`src/rtl/wb_port_scheduler_pkg.sv`:
```
// Shared definitions for the register-file write-port scheduler:
// FSM encoding, write-back requester indices and the $0 register index.
package wb_port_scheduler_pkg;

  typedef enum logic [1:0] {
    IDLE  = 2'd0,
    SETUP = 2'd1,
    WRITE = 2'd2
  } state_t;

  localparam int SEL_W = 3;

  localparam logic [SEL_W-1:0] SRC_RT = 3'd0;
  localparam logic [SEL_W-1:0] SRC_RD = 3'd1;
  localparam logic [SEL_W-1:0] SRC_RA = 3'd2;
  localparam logic [SEL_W-1:0] SRC_SP = 3'd3;
  localparam logic [SEL_W-1:0] SRC_RS = 3'd4;

  localparam logic [4:0] REG_ZERO = 5'd0;

endpackage

```
`src/rtl/wb_port_scheduler_rr_pick.sv`:
```
// Combinational round-robin picker: the first asserted request found
// scanning upward from i_ptr (wrapping modulo NREQ) wins.
module wb_port_scheduler_rr_pick
  import wb_port_scheduler_pkg::*;
#(
  parameter int NREQ = 5
) (
  input  logic [NREQ-1:0]  i_req,
  input  logic [SEL_W-1:0] i_ptr,
  output logic             o_valid,
  output logic [SEL_W-1:0] o_idx
);

  logic [SEL_W-1:0] w_cand;

  // Scan from the farthest offset down so the nearest requester overwrites last.
  always_comb begin
    o_valid = 1'b0;
    o_idx   = '0;
    w_cand  = '0;
    for (int k = NREQ - 1; k >= 0; k--) begin
      if ((int'(i_ptr) + k) >= NREQ) begin
        w_cand = SEL_W'(int'(i_ptr) + k - NREQ);
      end else begin
        w_cand = SEL_W'(int'(i_ptr) + k);
      end
      if (i_req[w_cand]) begin
        o_valid = 1'b1;
        o_idx   = w_cand;
      end
    end
  end

endmodule

```
`src/rtl/wb_port_scheduler.sv`:
```
// Write-back port scheduler: serialises five register-file write requesters
// through a round-robin IDLE -> SETUP -> WRITE sequence with registered outputs.
module wb_port_scheduler
  import wb_port_scheduler_pkg::*;
#(
  parameter int NREQ = 5,
  parameter int DW   = 32,
  parameter int AW   = 5
) (
  input  logic               clk,
  input  logic               reset,
  input  logic [NREQ-1:0]    req,
  input  logic [NREQ*DW-1:0] wdata_flat,
  input  logic [AW-1:0]      dest_idx,
  output logic [SEL_W-1:0]   src_sel,
  output logic [DW-1:0]      wr_data,
  output logic               reg_write,
  output logic [NREQ-1:0]    gnt,
  output logic               busy,
  output logic               zero_drop
);

  state_t           r_state;
  state_t           w_next_state;
  logic [SEL_W-1:0] r_sel;
  logic [SEL_W-1:0] r_rr_ptr;

  logic [NREQ-1:0]  w_sel_onehot;
  logic [NREQ-1:0]  w_req_arb;
  logic             w_pick_valid;
  logic [SEL_W-1:0] w_pick_idx;
  logic [DW-1:0]    w_pick_data;
  logic             w_sel_req;
  logic             w_take;
  logic             w_commit;
  logic [SEL_W-1:0] w_ptr_next;

  assign w_sel_onehot = NREQ'(1) << r_sel;
  assign w_sel_req    = |(req & w_sel_onehot);
  assign w_ptr_next   = (r_sel == SEL_W'(NREQ - 1)) ? '0 : r_sel + SEL_W'(1);

  // The requester being written this cycle is still holding req; keep it out of the next decision.
  always_comb begin
    w_req_arb = req;
    if (r_state == WRITE) begin
      w_req_arb = req & ~w_sel_onehot;
    end
  end

  wb_port_scheduler_rr_pick #(
    .NREQ (NREQ)
  ) u_rr_pick (
    .i_req   (w_req_arb),
    .i_ptr   (r_rr_ptr),
    .o_valid (w_pick_valid),
    .o_idx   (w_pick_idx)
  );

  always_comb begin
    w_pick_data = '0;
    for (int i = 0; i < NREQ; i++) begin
      if (w_pick_idx == SEL_W'(i)) begin
        w_pick_data = wdata_flat[i*DW +: DW];
      end
    end
  end

  always_comb begin
    w_next_state = r_state;
    w_take       = 1'b0;
    w_commit     = 1'b0;
    case (r_state)
      IDLE: begin
        if (w_pick_valid) begin
          w_next_state = SETUP;
          w_take       = 1'b1;
        end
      end
      SETUP: begin
        if (w_sel_req) begin
          w_next_state = WRITE;
          w_commit     = 1'b1;
        end else begin
          w_next_state = IDLE;
        end
      end
      WRITE: begin
        if (w_pick_valid) begin
          w_next_state = SETUP;
          w_take       = 1'b1;
        end else begin
          w_next_state = IDLE;
        end
      end
      default: w_next_state = IDLE;
    endcase
  end

  // src_sel and wr_data change only on a new decision so the mux control never glitches while idle.
  always_ff @(posedge clk or negedge reset) begin
    if (!reset) begin
      r_state   <= IDLE;
      r_sel     <= '0;
      r_rr_ptr  <= '0;
      src_sel   <= '0;
      wr_data   <= '0;
      reg_write <= 1'b0;
      gnt       <= '0;
      busy      <= 1'b0;
      zero_drop <= 1'b0;
    end else begin
      r_state   <= w_next_state;
      busy      <= (w_next_state != IDLE);
      gnt       <= '0;
      reg_write <= 1'b0;
      zero_drop <= 1'b0;
      if (w_take) begin
        r_sel   <= w_pick_idx;
        src_sel <= w_pick_idx;
        wr_data <= w_pick_data;
      end
      if (w_commit) begin
        gnt       <= w_sel_onehot;
        reg_write <= (dest_idx != AW'(REG_ZERO));
        zero_drop <= (dest_idx == AW'(REG_ZERO));
        r_rr_ptr  <= w_ptr_next;
      end
    end
  end

endmodule

```
`config.mk`:
```
export PLATFORM = sky130hd
export DESIGN_NAME = wb_port_scheduler
export DESIGN_NICKNAME = d
export VERILOG_FILES = /design/src/rtl/wb_port_scheduler_pkg.sv /design/src/rtl/wb_port_scheduler_rr_pick.sv /design/src/rtl/wb_port_scheduler.sv
export SDC_FILE = /design/constraint.sdc
export NUM_CORES = 1
export LEC_CHECK = 0
export ABC_AREA = 1
export CAP_MARGIN = 20
export CORE_UTILIZATION = 38
export DETAILED_ROUTE_END_ITERATION = 6
export PLACE_DENSITY_LB_ADDON = 0.05
export SLEW_MARGIN = 15
export SYNTH_ARGS = -nofsm -noshare
export SYNTH_HDL_FRONTEND = slang
export SYNTH_SLANG_ARGS = --single-unit
```
`constraint.sdc`:
```
create_clock -name clk -period 3 [get_ports clk]
set_clock_uncertainty 0.05 [all_clocks]
set_input_delay 0.9 -clock clk [delete_from_list [all_inputs] [get_ports clk]]
set_output_delay 0.9 -clock clk [all_outputs]
set_load 0.02 [all_outputs]
```
# Word level (Yosys, flattened, before mapping)
# Index checks and enable logic that the tools add are counted.
dict set report op_classes {
  add_sub_neg 10
  n_lt_le_gt_ge 10
  n_eq_ne 7
  shifts 1
  mux 43
  bitwise_logic 3
  n_reduce_logical 7
}
# op n
set op_table {}
lappend op_table {{2-to-1 mux 32 bit} 5}
lappend op_table {{2-to-1 mux 3 bit} 11}
lappend op_table {{less-than comparator 3 x 4 -> 1 bit, second input constant} 5}
lappend op_table {{2-to-1 mux 1 bit} 17}
lappend op_table {{greater-or-equal comparator 4 x 3 -> 1 bit, second input constant} 4}
lappend op_table {{binary-select mux 1 bit (select 3 bit)} 5}
lappend op_table {{subtractor 3 bit, second input constant} 5}
lappend op_table {{bitwise AND 5 bit} 2}
lappend op_table {{2-to-1 mux 5 bit} 2}
lappend op_table {{adder 3 x 2 -> 4 bit, second input constant} 2}
lappend op_table {{equality test 3 x 2 -> 1 bit, second input constant} 2}
lappend op_table {{equality test 3 bit, second input constant} 2}
lappend op_table {{case mux 2 bit (3 select lines)} 1}
lappend op_table {{logical NOT 5 bit} 1}
lappend op_table {{NOT 5 bit} 1}
lappend op_table {{nonzero test 5 bit} 1}
lappend op_table {{OR reduction 5 bit} 1}
lappend op_table {{<< shifter 1 x 3 -> 5 bit, first input constant} 1}
lappend op_table {{adder 3 x 1 -> 4 bit, second input constant} 1}
lappend op_table {{adder 3 x 3 -> 4 bit, second input constant} 1}
lappend op_table {{2-to-1 mux 2 bit} 2}
lappend op_table {{adder 3 x 1 -> 3 bit, second input constant} 1}
lappend op_table {{equality test 3 x 1 -> 1 bit, second input constant} 1}
lappend op_table {{greater-or-equal comparator 3 bit, second input constant} 1}
lappend op_table {{6 further kinds} 6}
dict set report word_totals {
  ff_bits 48
  inputBits 172
  output_inout_bits 43
  word_cells 89
}

# Depth between registers and ports, before layout
dict set report depth {
  depth_word 17
  mapped_depth 26
  ltp_nobuf 23
}

# Hierarchy
# Synthesis repeated with hierarchy kept, for this count alone.
dict set report unflattened {
  cells_unflattened 823
  hier_area_um2 4692.0
}
# module n_inst cells_per_inst area_per_inst_um2 seq_area_each_um2
set modules_own_cells {}
lappend modules_own_cells {wb_port_scheduler 1 638 3729.8 1201.2}
lappend modules_own_cells {wb_port_scheduler_rr_pick 1 185 962.2 0.0}

# Worst setup path after synthesis
# Ideal clock, no wire load.
dict set report synth_timing {
  kind {register -> register}
  from {reg r_rr_ptr[0]}
  to {reg wr_data[0]}
  setup_time_ns 0.121
  t_arrival_ns 3.008
  required_ns 2.829
  path_slack_ns -0.179
  path_stages_with_launch 23
  n_path_buf 3
  synth_period_minus_slack_ns 3.179
  cell_sequence {dfrtp_1 -> buf_6 -> inv_4 -> ha_1 -> inv_1 -> fa_1 -> o21bai_2 -> o21ai_0 -> inv_1 -> nand3_1 -> nand2_1 -> nand2_1 -> nand2_1 -> a21oi_1 -> nand2_2 -> nand2_1 -> o21ai_2 -> buf_6 -> buf_4 -> nand3_1 -> nand3_1 -> o21bai_1 -> nand2_1}
}
dict set report synth_between {
  elab_chain_len 16
  word_cells_on_any_way 51
  classes_between {add/sub: 9; order compare: 5; eq/ne: 4; mux: 32; reduce/logical: 1}
}
# item line_no
set synth_rtl {}
lappend synth_rtl {{from (decl)} wb_port_scheduler.sv:26} ;# logic [SEL_W-1:0] r_rr_ptr;
lappend synth_rtl {{from (signal assigned)} wb_port_scheduler.sv:126} ;# r_rr_ptr <= w_ptr_next;
lappend synth_rtl {{adder 3 x 3 -> 4 bit} {wb_port_scheduler_rr_pick.sv:23, wb_port_scheduler_rr_pick.sv:25}}
lappend synth_rtl {{greater-or-equal comparator 4 x 3 -> 1 bit / subtractor 3 bit (equally long branches)} {wb_port_scheduler_rr_pick.sv:22, wb_port_scheduler_rr_pick.sv:23}}
lappend synth_rtl {{2-to-1 mux 3 bit} wb_port_scheduler_rr_pick.sv:22} ;# if ((int'(i_ptr) + k) >= NREQ) begin
lappend synth_rtl {{binary-select mux 1 bit (select 3 bit)} wb_port_scheduler_rr_pick.sv:27} ;# if (i_req[w_cand]) begin
lappend synth_rtl {{2-to-1 mux 1 bit (not written as such)} wb_port_scheduler_rr_pick.sv:27}
lappend synth_rtl {{2-to-1 mux 3 bit (5 in series)} wb_port_scheduler_rr_pick.sv:27}
lappend synth_rtl {{logical NOT 3 bit} wb_port_scheduler.sv:62} ;# if (w_pick_idx == SEL_W'(i)) begin
lappend synth_rtl {{2-to-1 mux 32 bit (5 in series)} wb_port_scheduler.sv:62}
lappend synth_rtl {{to (signal assigned)} wb_port_scheduler.sv:120} ;# wr_data <= w_pick_data;
lappend synth_rtl {{to (decl)} wb_port_scheduler.sv:16} ;# output logic [DW-1:0] wr_data,
# Several ways; a longest one is shown, not always the timed one. The select of a mux whose other input is x is not followed.
# A chain may end at the register's enable or synchronous reset.

# Worst setup path in the final report
dict set report layout_timing {
  from {reg r_rr_ptr[0]}
  to {reg wr_data[30]}
}
# The elaborated chain is that of the path after synthesis.

==> reports/qor.csv <==
stage,metric,value,unit
clock_tree,numCtsBuffers,5,
global_routing,grt-ovfl-total,0,
sta,period_share,106,%
logic_synthesis,synth_cells,644,
global_routing,grt_max_degree,49,
finish,final_core_util,70.0,%
sta,whs,0.434,ns
placed_design,dp.cells,1019,
global_routing,grt_pass1_vias,5306,
clock_tree,clk_latency,0.30,ns
finish,stdcell_area,8030,um^2
finish,seq_area,1200,um^2
global_routing,antenna_found_initial,0,
outcome,status,finished with violations,
logic_synthesis,synth.distinct_cells,36,
placed_design,globalplace.congestion,0.902,
logic_synthesis,synthMuxAreaShare,0,%
placed_design,dp.final_hpwl,12.3,mm
finish,nNetsFinal,1095,
sta,slew_viol_final,0,
floorplan,io_pins,215,
logic_synthesis,syn_area_per_cell,6.98,um^2
worst_setup_path,critPathArrivalTime,3.31,ns
finish,multi_input_area,3120,um^2
clock_tree,cts_buffer_depth,2,
worst_setup_path,critPathCaptureType,flop,
sta,layout_setup_ws,-0.167,ns
sta,setup_violations,32,
drt,dr_total_vias,5794,
drt,avgRoutedWirePerCell,17.7,um
floorplan,die_h,111,um
outcome,violations,setup timing,
logic_synthesis,synth_top_family_by_area,simple AND/OR/NAND/NOR gates,
finish,fill_cells,918,
sta,worst_pin_slew,0.691,ns
logic_synthesis,synthesis.area,4500,um^2
flow_run,cap_violations,0,
drt,first_pass_iters,6,
global_routing,grt_pass1_wl,26.4,mm
logic_synthesis,syn_nets,831,
logic_synthesis,synth_xor_xnor_area_share,1.61,%
worst_setup_path,cp_max_fo,9,
worst_setup_path,crit_slowest_cell,dfrtp_2,
logic_synthesis,synth-seq-area-share,26.7,%
finish,fin_cells,1052,
logic_synthesis,ys_warn_count,0,
sta,fin_crit,3.17,ns
drt,drt-initial-drc-count,537,
drt,routed_wirelength,18.6,mm
finish,syn_to_final_growth,78.4,%
worst_setup_path,cp_common_cell,nand2_1,
global_routing,grt.total_usage,26.6,%
sta,max_slew_margin,53.9,%
drt,ant_nets,0,
placed_design,io_buffers,214,
logic_synthesis,synth_compound_area_share,14.0,%
sta,fmax,316,MHz
clock_tree,cts_num_sinks,48,
hold_path,hold_path_class,reg2reg,
floorplan,start_util,39.2,%
finish,layout-drive-gt1-share,21.7,%
floorplan,chipWidth,111,um
floorplan,coreArea,11500,um^2
worst_setup_path,slowest_delay,0.45,ns
worst_setup_path,critPathKind,reg2reg,
drt,via_per_inst,5.51,
clock_tree,cts_tree,done,
clock_tree,htreeDepth,2,
worst_setup_path,required,3.14,ns
drt,drc,0,
sta,rsz0062_at_grt,true,
floorplan,row_count,39,
clock_tree,clkTransAtPathRegs,0.07,ns
finish,antennaDiodeCount,0,
clock_tree,ctsRootBufferMaster,clkbuf_16,
logic_synthesis,yosys.area_share.adder,4.34,%
placed_design,dpl_cell_area,7160,um^2
clock_tree,holdBufCountCts,0,
sta,hold_viol,0,
worst_setup_path,critPathLaunchType,flop,
floorplan,dieArea,12300,um^2
logic_synthesis,synth-seq-cells,48,
worst_setup_path,crit_chain,inv_8 > ha_4 > inv_2 > fa_2 > o21bai_4 > nand2_1 > nand2_1 > buf_4 > nand4_1 > nand2_4 > inv_4 > nand3_2 > nor4_4 > buf_4 > nor2_4 > buf_12 > buf_6 > o21ai_1 > o21bai_1 > nand2_1,
logic_synthesis,synth-simple-area-share,43.3,%
## cell usage in the layout, fill, tap and decap left out, types with 23 or more instances in the layout
master and count:
nand3_2 32, nand2_1 162, nand4_1 36, clkdlybuf4s50_1 213, o21ai_0 31, nand3_1 130, inv_1 23, dfrtp_1 46
buf_4 51, o21bai_1 33
## flip-flops by register name, indices dropped and copies added (netlist names)
register   cells
zero_drop      1
wr_data       32
r_rr_ptr       3
reg_write      1
r_state        2
r_sel          3
busy           1
gnt            5
## layout make-up
type / instances / area share (%)
flip-flops and latches: 48 / 15.0
clock buffers: 5 / 1.56
repair buffers: 302 / 39.8
well taps: 143 / 2.23
inverters: 35 / 1.92
clock inverters: 3 / 0.530
multi-input cells: 516 / 38.9
## what timing repair did
| action | 4_1_cts | 5_1_grt |
|---|---|---|
| cloned | 2 | 13 |
| setup endpoints to repair | 32 | 36 |
| buffers inserted | 0 | 10 |
| resized for setup | 28 | 59 |
| pin swaps | 2 | 11 |
## critical path: cells and delay by family, from the launching register on
family	cells	cell delay, ns
buf+inv	7	0.81
fa+ha+maj	2	0.49
simple gates	8	0.81
compound gates	3	0.43
flops	1	0.45
## logic make-up after synthesis
logic type	after synthesis
DFF	48
xor gates and xnor gates	4
and+or+nand+nor	401
buffers and inverters	80
adders and majority gates	15
AOI/OAI and AO/OA	96
## layer usage
layer	vias up	routed length (um)	track usage, %
met1	2707	7560	32.0
li1	2742	-	-
met4	0	523	9.07
met5	-	0	0
met3	44	1440	5.69
met2	301	9060	46.6
## Yosys cell counts
cell type	number	share of area, %
a21boi_2	1	0.25
a21oi_1	4	0.45
a21oi_2	1	0.19
a21oi_4	2	0.72
a221oi_1	1	0.19
and2_0	1	0.14
buf_2	20	2.2
buf_4	5	0.83
buf_6	11	2.8
buf_8	2	0.67
clkbuf_1	7	0.58
dfrtp_1	48	27
fa_1	1	0.45
ha_1	14	3.9
inv_1	28	2.3
inv_2	6	0.50
inv_4	1	0.14
nand2_1	174	15
nand2_2	6	0.83
nand2_4	2	0.50
nand3_1	143	16
nand3_2	21	4.7
nand3b_1	1	0.17
nand4_1	36	5.0
nor2_1	13	1.1
nor3_1	2	0.22
nor4_1	1	0.14
o211ai_2	1	0.28
o21ai_0	41	4.6
o21ai_1	7	0.78
o21ai_2	4	0.78
o21bai_1	33	5.5
o21bai_2	1	0.25
or2_2	1	0.14
xor2_1	2	0.39
xor2_4	2	1.2
## stage by stage
step	setup TNS (ns)	setup WS [ns]
global route	-8.60	-0.285
detailed placement	-12.57	-0.419
finish	-4.10	-0.167
global placement	-11.63	-0.371
floorplan	0	0.0160
CTS	-0.0944	-0.0211
## path summary, 6_finish.rpt
path	end	from	slack, ns	cells after the start
min in group asynchronous	gnt[4]	reset	0.66	2
min	wr_data[16]	wr_data[16]	0.43	2
max in group asynchronous	r_rr_ptr[1]	reset	1.75	2
max reg2reg	wr_data[30]	r_rr_ptr[0]	-0.17	20
max	wr_data[30]	r_rr_ptr[0]	-0.17	20
min reg2reg	wr_data[16]	wr_data[16]	0.43	2
Power is not shown: default switching activity piles up to over one toggle a cycle in this logic, so the estimate is an artifact.
